[config.mk]
export PLATFORM = sky130hd
export DESIGN_NAME = platform_scroller
export DESIGN_NICKNAME = d
export VERILOG_FILES = /design/src/rtl/platform_scroller.sv
export SDC_FILE = /design/constraint.sdc
export NUM_CORES = 1
export LEC_CHECK = 0
export ABC_CLOCK_PERIOD_IN_PS = 10500
export CAP_MARGIN = 20
export CORE_ASPECT_RATIO = 0.75
export CORE_MARGIN = 8
export CORE_UTILIZATION = 40
export DETAILED_ROUTE_END_ITERATION = 10
export PLACE_DENSITY = 0.6
export SYNTH_ARGS = -nofsm -noshare
export SYNTH_HDL_FRONTEND = slang
export SYNTH_SLANG_ARGS = --single-unit
[constraint.sdc]
create_clock -name Clk -period 10.5 [get_ports Clk]
set_input_delay 2.625 -clock Clk [delete_from_list [all_inputs] [get_ports Clk]]
set_output_delay 2.625 -clock Clk [all_outputs]
set_load 0.03 [all_outputs]
[src/rtl/platform_scroller.sv]
// rtl/platform_scroller.sv - side-scrolling map engine: segment table, camera, ground probes, pixel lookup
module platform_scroller #(
  parameter int NUM_SEG  = 8,
  parameter int COORD_W  = 14,
  parameter int MAP_LEN  = 4479,
  parameter int SCREEN_W = 640,
  parameter int CENTER   = 320,
  parameter int MAX_STEP = 6,
  parameter int HALF_W   = 15,
  localparam int IDX_W   = $clog2(NUM_SEG)
) (
  input  logic               Clk,
  input  logic               Reset,
  input  logic               frame_clk,
  input  logic               cam_en,
  input  logic [COORD_W-1:0] player_x,
  input  logic [9:0]         DrawX,
  input  logic [9:0]         DrawY,
  input  logic               cfg_we,
  input  logic [IDX_W-1:0]   cfg_idx,
  input  logic [COORD_W-1:0] cfg_x,
  input  logic [9:0]         cfg_top,
  input  logic [9:0]         cfg_bot,
  output logic [COORD_W-1:0] left_bound,
  output logic [9:0]         screen_x,
  output logic [9:0]         top,
  output logic [9:0]         bot,
  output logic [9:0]         top_left,
  output logic [9:0]         top_right,
  output logic               probe_valid,
  output logic               busy,
  output logic               is_platform,
  output logic               cfg_err,
  output logic               frame_overrun
);

  localparam logic [COORD_W-1:0] CENTER_C   = COORD_W'(CENTER);
  localparam logic [COORD_W-1:0] MAX_LEFT_C = COORD_W'(MAP_LEN - SCREEN_W + 1);
  localparam logic [COORD_W-1:0] STEP_C     = COORD_W'(MAX_STEP);
  localparam logic [COORD_W-1:0] HALF_C     = COORD_W'(HALF_W);
  localparam logic [COORD_W-1:0] MAP_LEN_C  = COORD_W'(MAP_LEN);
  localparam logic [COORD_W-1:0] SCRMAX_C   = COORD_W'(SCREEN_W - 1);
  localparam logic [IDX_W-1:0]   LAST_IDX   = IDX_W'(NUM_SEG - 1);

  typedef enum logic [1:0] {IDLE, CAM, SCAN, DONE} state_t;

  state_t             state_q;
  logic [IDX_W-1:0]   idx_q;
  logic               fclk_q, tick_q;
  logic [COORD_W-1:0] seg_x_q   [NUM_SEG];
  logic [9:0]         seg_top_q [NUM_SEG];
  logic [9:0]         seg_bot_q [NUM_SEG];
  logic [COORD_W-1:0] px_q, left_bound_q, left_bound_d, target_d;
  logic [9:0]         screen_x_q, screen_x_d;
  logic [9:0]         top_q, bot_q, tl_q, tr_q;
  logic [9:0]         acc_top_q, acc_bot_q, acc_tl_q, acc_tr_q;
  logic               probe_valid_q, cfg_err_q, overrun_q, is_platform_q;
  logic [COORD_W-1:0] probe_l, probe_r;
  logic [COORD_W:0]   sum_r, mapx;
  logic [9:0]         pix_top, pix_bot;

  assign busy          = (state_q != IDLE);
  assign left_bound    = left_bound_q;
  assign screen_x      = screen_x_q;
  assign top           = top_q;
  assign bot           = bot_q;
  assign top_left      = tl_q;
  assign top_right     = tr_q;
  assign probe_valid   = probe_valid_q;
  assign cfg_err       = cfg_err_q;
  assign frame_overrun = overrun_q;
  assign is_platform   = is_platform_q;

  // Rising-edge detect on the frame clock level
  always_ff @(posedge Clk) begin
    if (Reset) begin
      fclk_q <= 1'b0;
      tick_q <= 1'b0;
    end else begin
      fclk_q <= frame_clk;
      tick_q <= frame_clk && !fclk_q;
    end
  end

  // Segment table; loads only while idle so a scan always sees a stable table
  always_ff @(posedge Clk) begin
    if (Reset) begin
      for (int i = 0; i < NUM_SEG; i++) begin
        seg_x_q[i]   <= '1;
        seg_top_q[i] <= '0;
        seg_bot_q[i] <= '0;
      end
      seg_x_q[0]   <= '0;
      seg_top_q[0] <= 10'd300;
      seg_bot_q[0] <= 10'd350;
    end else if (cfg_we && !busy) begin
      seg_x_q[cfg_idx]   <= (cfg_idx == '0) ? '0 : cfg_x;
      seg_top_q[cfg_idx] <= cfg_top;
      seg_bot_q[cfg_idx] <= cfg_bot;
    end
  end

  // Camera target, bounded step toward it, and resulting player screen column
  always_comb begin
    target_d = (player_x < CENTER_C) ? '0 : player_x - CENTER_C;
    if (target_d > MAX_LEFT_C) target_d = MAX_LEFT_C;
    left_bound_d = left_bound_q;
    if (cam_en) begin
      if (target_d > left_bound_q)
        left_bound_d = (target_d - left_bound_q > STEP_C) ? left_bound_q + STEP_C : target_d;
      else
        left_bound_d = (left_bound_q - target_d > STEP_C) ? left_bound_q - STEP_C : target_d;
    end
    if (player_x < left_bound_d)
      screen_x_d = '0;
    else if (player_x - left_bound_d > SCRMAX_C)
      screen_x_d = 10'(SCREEN_W - 1);
    else
      screen_x_d = 10'(player_x - left_bound_d);
  end

  // Side probes around the latched player position, saturated to the map
  always_comb begin
    probe_l = (px_q >= HALF_C) ? px_q - HALF_C : '0;
    sum_r   = {1'b0, px_q} + {1'b0, HALF_C};
    probe_r = (sum_r > {1'b0, MAP_LEN_C}) ? MAP_LEN_C : sum_r[COORD_W-1:0];
  end

  // Segment containing the pixel's map column; highest matching entry wins
  always_comb begin
    mapx    = {{(COORD_W - 9){1'b0}}, DrawX} + {1'b0, left_bound_q};
    pix_top = seg_top_q[0];
    pix_bot = seg_bot_q[0];
    for (int i = 1; i < NUM_SEG; i++) begin
      if ({1'b0, seg_x_q[i]} <= mapx) begin
        pix_top = seg_top_q[i];
        pix_bot = seg_bot_q[i];
      end
    end
  end

  // Registered pixel hit for the color mapper
  always_ff @(posedge Clk) begin
    if (Reset) is_platform_q <= 1'b0;
    else       is_platform_q <= (mapx <= {1'b0, MAP_LEN_C}) && (DrawY >= pix_top) && (DrawY <= pix_bot);
  end

  // Frame sequencer: camera update, linear table scan, publish probe results
  always_ff @(posedge Clk) begin
    if (Reset) begin
      state_q       <= IDLE;
      idx_q         <= '0;
      px_q          <= '0;
      left_bound_q  <= '0;
      screen_x_q    <= '0;
      acc_top_q     <= 10'd300;
      acc_bot_q     <= 10'd350;
      acc_tl_q      <= 10'd300;
      acc_tr_q      <= 10'd300;
      top_q         <= 10'd300;
      bot_q         <= 10'd350;
      tl_q          <= 10'd300;
      tr_q          <= 10'd300;
      probe_valid_q <= 1'b0;
      cfg_err_q     <= 1'b0;
      overrun_q     <= 1'b0;
    end else begin
      probe_valid_q <= 1'b0;
      cfg_err_q     <= cfg_we && busy;
      if (tick_q && busy) overrun_q <= 1'b1;
      case (state_q)
        IDLE: if (tick_q) state_q <= CAM;
        CAM: begin
          px_q         <= player_x;
          left_bound_q <= left_bound_d;
          screen_x_q   <= screen_x_d;
          idx_q        <= '0;
          state_q      <= SCAN;
        end
        SCAN: begin
          if (seg_x_q[idx_q] <= px_q) begin
            acc_top_q <= seg_top_q[idx_q];
            acc_bot_q <= seg_bot_q[idx_q];
          end
          if (seg_x_q[idx_q] <= probe_l) acc_tl_q <= seg_top_q[idx_q];
          if (seg_x_q[idx_q] <= probe_r) acc_tr_q <= seg_top_q[idx_q];
          idx_q <= idx_q + IDX_W'(1);
          if (idx_q == LAST_IDX) state_q <= DONE;
        end
        DONE: begin
          top_q         <= acc_top_q;
          bot_q         <= acc_bot_q;
          tl_q          <= acc_tl_q;
          tr_q          <= acc_tr_q;
          probe_valid_q <= 1'b1;
          state_q       <= IDLE;
        end
        default: state_q <= IDLE;
      endcase
    end
  end

endmodule

# After elaboration in Yosys (flattened, before gate mapping)
# Memories as Yosys holds them, arrays and structs flattened. A register that Yosys moved wholly into a read port is not among the register bits.
# Cells that the tools add are included.
# Widths: inputs -> output; s select.
# totals
ramBits	272
reg_bits	119
word_cells	132
out_inout_bits	69
memories	3
# classes
n_reduce_logical	19
n_eq_ne	6
bitwise	3
n_addsub	10
muxes	51
magnitude_cmp	22
# mem_list
memory	words	word_bits	read_ports	rd_ports_with_merged_regs	wr	line	text
seg_x_q	8	14	8	1	8	50	logic [COORD_W-1:0] seg_x_q [NUM_SEG];
seg_bot_q	8	10	9	1	8	52	logic [9:0] seg_bot_q [NUM_SEG];
seg_top_q	8	10	9	1	8	51	logic [9:0] seg_top_q [NUM_SEG];
# op_table
operator	n
$mux 10	20
$mux 14	11
$le 14x15->1	7
$le 14x14->1	3
$sub 14x14->14	3
$gt 14x3->1 const B	2
$mux 3	7
$reduce_or 10->1	2
$add 10x14->15	1
$add 14x4->15 const B	1
$gt 15x13->1 const B	1
$le 15x13->1 const B	1
$add 14x3->14 const B	1
$ge 14x4->1 const B	1
$gt 14x10->1 const B	1
$gt 14x12->1 const B	1
$gt 14x14->1	1
$lt 14x14->1	1
$lt 14x9->1 const B	1
$reduce_or 14->1	1
$sub 14x3->14 const B	1
$sub 14x4->14 const B	1
$sub 14x9->14 const B	1
$ge 10x10->1	1
other kinds (17)	40

# Longest topological paths before layout
# depth
ltp_word	13
depth_mapped	35
depth_no_buf	32

# Worst setup path after synthesis
# OpenSTA, ideal clock, no wires.
# synth_timing
kind	input to register
from	input player_x[9]
to	register screen_x_q[0], in the netlist screen_x[0]
arrival_ns	8.988
cell_stages	32
required_ns	10.436
path_slack_ns	1.448
cell_sequence	clkbuf_1 or3_1 or4_1 nand2_1 o31a_1 buf_2 nand2_1 inv_1 ha_1 inv_1 fa_1 a211oi_2 o21ai_1 xnor2_1 nor4_2 o211ai_1 nor4_2 mux2_4 buf_6 a21oi_1 mux2_2 fa_1 nand3b_1 a21boi_0 o21a_1 nor4_1 o31ai_1 a21oi_1 nor3_1 clkbuf_1 o21ai_1 nand3_1
# synth_between
elab_chain_len	13
# synth_lines
item	line	text
start: declaration	16	input logic [COORD_W-1:0] player_x,
$sub 14x9->14 / $lt 14x9->1 (equally long branches)	105	target_d = (player_x < CENTER_C) ? '0 : player_x - CENTER_C;
$mux 14 (*)	105	
$gt 14x12->1	106	if (target_d > MAX_LEFT_C) target_d = MAX_LEFT_C;
$mux 14 (*)	106	
$sub 14x14->14, on equally long branches	112, 110	
$gt 14x3->1, on equally long branches	112, 110	
$mux 14, on equally long branches	112, 110	
$mux 14 (*)	109	if (target_d > left_bound_q)
$mux 14 (*)	108	if (cam_en) begin
named net left_bound_d[1]	53	logic [COORD_W-1:0] px_q, left_bound_q, left_bound_d, target_d;
$sub 14x14->14	119	screen_x_d = 10'(player_x - left_bound_d);
$gt 14x10->1	116	else if (player_x - left_bound_d > SCRMAX_C)
$mux 10	116	
$mux 10 (*)	114	if (player_x < left_bound_d)
end signal: assignment	176	screen_x_q <= screen_x_d;
end: declaration	54	logic [9:0] screen_x_q, screen_x_d;
# Mark *: on every way through the listed nets, which the timed path passes. The rest lies on a longest branch.
# A chain may end at the register's enable or synchronous reset.

# Final worst setup path
# layout_timing
from	input DrawX[1]
to	register is_platform_q, in the netlist is_platform
# layout_between
elab_chain_len	12
# layout_lines
item	line	text
start: declaration	17	input logic [9:0] DrawX,
$add 10x14->15 (*)	131	mapx = {{(COORD_W - 9){1'b0}}, DrawX} + {1'b0, left_bound_q};
$le 14x15->1	135	if ({1'b0, seg_x_q[i]} <= mapx) begin
$mux 10 (7 in series)	135	
$ge 10x10->1	145	else is_platform_q <= (mapx <= {1'b0, MAP_LEN_C}) && (DrawY >= pix_top) && (DrawY <= pix_bot);
$logic_and 1x1->1	145	
$logic_and 1x1->1 (*)	145	
end signal: assignment	145	
end: declaration	57	logic probe_valid_q, cfg_err_q, overrun_q, is_platform_q;
# Every way passes the cells marked *; elsewhere a longest branch is shown, timed or not.

==> key figures <==
Run
  • Max cap viols: 0

Clock tree
  • Clock sinks: 404
  • Post-CTS Setup Bufs: 0
  • Clock transition at the registers of the reported paths: 60 ps
  • H-tree levels: 2
  • Resized cells post-CTS: 0
  • Clock Tree Buf Depth: 3
  • Clock root cell: clkbuf_16
  • Num CTS Buffers: 45
  • Hold-fix buffers at CTS: 0
  • Clock Latency Late Sink: 600 ps
  • CTS tree: yes

Route
  • Pre-antenna DRT Iters: 7
  • Vias post-DR: 21247
  • Drt via density: 5.879
  • Drt wl/cell: 25.55 um
  • WL final: 92350 um
  • Initial DRC count: 2183
  • Residual DRC: 0
  • Post-DRT Antenna Nets: 0

Critical path
  • Most frequent CP cell: a21oi_1
  • WP depth: 30
  • Worst setup path category: in2reg
  • R2R Path End: is_platform
  • Setup crit end: is_platform
  • WP data arrival: 10520 ps
  • Slowest Stage Delay on Critical Path: 660 ps
  • Dominant delay contributor by cell family on the critical path: compound AO/OA/AOI/OAI gates
  • Critical Path Start Type: input pin
  • Crit-path max FO: 11
  • Data required, critical path: 10920 ps
  • Reg2reg start: left_bound[2]
  • Buffers and inverters on the worst path: 2
  • CP max stage cell: a211oi_1
  • Worst reg2reg path depth: 28
  • CP startpoint: DrawX[1]
  • Worst setup EP type: register
  • Flop2flop setup slack: 2300 ps

STA
  • Post-route minimum period: 10100 ps
  • Relative slew slack: 25.80%
  • Pins Over Slew Limit: 0
  • Worst slew pin tran: 1105 ps
  • Fin worst setup slack: 395.5 ps
  • Achievable Freq: 0.09897 GHz
  • Worst Clk Skew: 26.78 ps
  • Fin crit share: 96.23%
  • Final setup viols: 0
  • RSZ-0062 raised after global routing: false
  • Final hold vios: 0

Placed design
  • Hpwl dp: 66490 um
  • DP Area: 29340 um^2
  • Routability cong.: 0.9625
  • Cell total after placement: 3532
  • Place WS: -25.34 ps
  • Port bufs: 144

Yosys
  • Share of synthesized registers carrying an async set or reset: 0%
  • Main synth FF type: edfxtp_1
  • Gate Count Post-Synth: 2516
  • Syn avg cell area: 10.43 um^2
  • Synthesis Warnings: 0
  • Number of synthesized flops with an enable pin: 272
  • Synth Cell Area: 26250 um^2
  • Part of the Yosys area used for sequential elements: 41.19%
  • Distinct cells, synth: 89
  • FF+latch count, synth: 404

Global routing
  • Vias in the first global route: 20626
  • GR Util met2: 36.66%
  • Gr usage total: 23.90%
  • Met1 Use GR: 34.50%
  • First-pass GRT wire length: 135900 um
  • Met3 Track Usage GR: 4.357%
  • Initial antenna violation count: 1
  • Total grt overflow: 0
  • Grt peak-use layer: met2
  • Largest net degree at the start of global routing: 83

Floorplanning
  • Std cell rows: 81
  • DIE AREA: 74150 um^2
  • DIE HEIGHT: 237.8 um
  • Core area: 65060 um^2
  • Number of I/O pins: 145
  • Starting density of the core: 40.34%
  • Die W: 311.8 um

Finish
  • NumNets Final: 3012
  • Area grow syn2layout: 17.13%
  • Commonest non-fill, non-tap cell in the layout: edfxtp_1
  • # fillers: 6053
  • Area of all placed cells without fillers: 30740 um^2
  • Share of layout cells above drive strength 1: 13.32%
  • Finished Layout Cells: 3614
  • Most frequent cells in the layout: edfxtp_1, nand2_1, ha_1

Pwr
  • IR drop worst, VDD: 0.1296 mV
  • Power Dens Cells: 205.0 nW/um^2
  • Lkg Pwr: 11.34 nW
  • Sw frac: 39.48%
  • Logic pwr share: 45.5%
  • Sequential power share: 30.1%
  • Clk pwr share: 24.4%
  • Psw: 0.002488 W
  • Pint: 0.003813 W

Worst hold path
  • Hold WC Path Type: reg2reg
  • Min-delay src: fclk_q

Status
  • Run status: completed
-- Yosys cell counts, types with 11 or more instances --
cell,number,share of area (%)
buf_2,17,0.32
mux2i_1,139,5.3
ha_1,224,11
dfxtp_1,132,10
clkbuf_1,89,1.3
and3_1,14,0.33
buf_1,18,0.26
mux2_2,49,2.1
o21ai_0,64,1.2
nand2b_1,44,1.0
inv_1,94,1.3
nor3_1,34,0.65
or2_2,27,0.64
nor2b_1,59,1.4
o21a_1,40,1.1
a211oi_1,33,0.94
nor4_1,20,0.48
o22ai_1,11,0.26
mux4_2,68,5.8
a21oi_1,102,1.9
xnor2_1,47,1.6
and2_1,161,3.8
nor2_1,186,2.7
o211ai_1,21,0.60
nand4_1,32,0.76
edfxtp_1,272,31
nand2_1,224,3.2
xor2_1,13,0.43
o221ai_1,20,0.67
nand3_1,49,0.93
a21o_1,32,0.92
a221o_1,18,0.69
-- area by class of cell --
class / count / area [um^2] / share of cell area (%)
clock inverters: 27 / 226.5 / 0.7367
well taps: 871 / 1090 / 3.545
clock buffers: 53 / 1166 / 3.793
inverters: 100 / 375.4 / 1.221
multi-input cells: 1900 / 14730 / 47.91
diodes: 2 / 5.005 / 0.01628
repair buffers: 257 / 2332 / 7.586
flip-flops and latches: 404 / 10820 / 35.19
-- power groups by stage --
stage	Sequential (W)	Clock (W)	Combinational, W
6_report	0.00190	0.00154	0.00287
5_1_grt	0.00191	0.00162	0.00311
4_1_cts	0.00189	0.00156	0.00282
3_5_place_dp	0.00193	0	0.00281
3_3_place_gp	0.00192	0	0.00276
2_1_floorplan	0.00192	0	0.00184
-- how the worst min path moves through the flow --
stage / end / cells past startpoint / slack (ps)
global route: tick_q / 1 / 420
detailed placement: tick_q / 1 / 380
global placement: tick_q / 1 / 380
finish: tick_q / 1 / 390
CTS: tick_q / 1 / 390
floorplan: tick_q / 1 / 370
-- per-layer routing --
| layer | up-vias | wire length [um] |
|---|---|---|
| li1 | 9674 | - |
| met4 | 0 | 2513 |
| met2 | 937 | 40490 |
| met5 | - | 0 |
| met3 | 115 | 7629 |
| met1 | 10521 | 41720 |
-- flip-flops by register name (all words and copies together) (netlist names), 14 cells and up, named ones only --
register    count
px_q           14
left_bound     14
seg_x_q       112
seg_bot_q      80
seg_top_q      80
-- per-stage QoR --
stage	total power [W]	setup TNS, ps	utilization [%]	hold slack [ps]
CTS	0.006282	0	47.23	388.2
global route	0.006638	0	47.24	416.5
detailed placement	0.004737	-63.68	45.09	381.9
global placement	0.004683	0	45.00	376.0
floorplan	0.003762	0	-	367.4
finish	0.006301	0	47.25	387.1
-- cells by family after synthesis --
group / Yosys count / synth area share (%)
simple gates: 891 / 17.28
compound gates: 446 / 11.79
flops: 404 / 41.19
mux: 257 / 13.30
fa+ha+maj: 228 / 10.98
buf+inv: 228 / 3.428
xor+xnor: 60 / 2.002
other cells: 2 / 0.02861
Power figures use the tool's default switching activity.
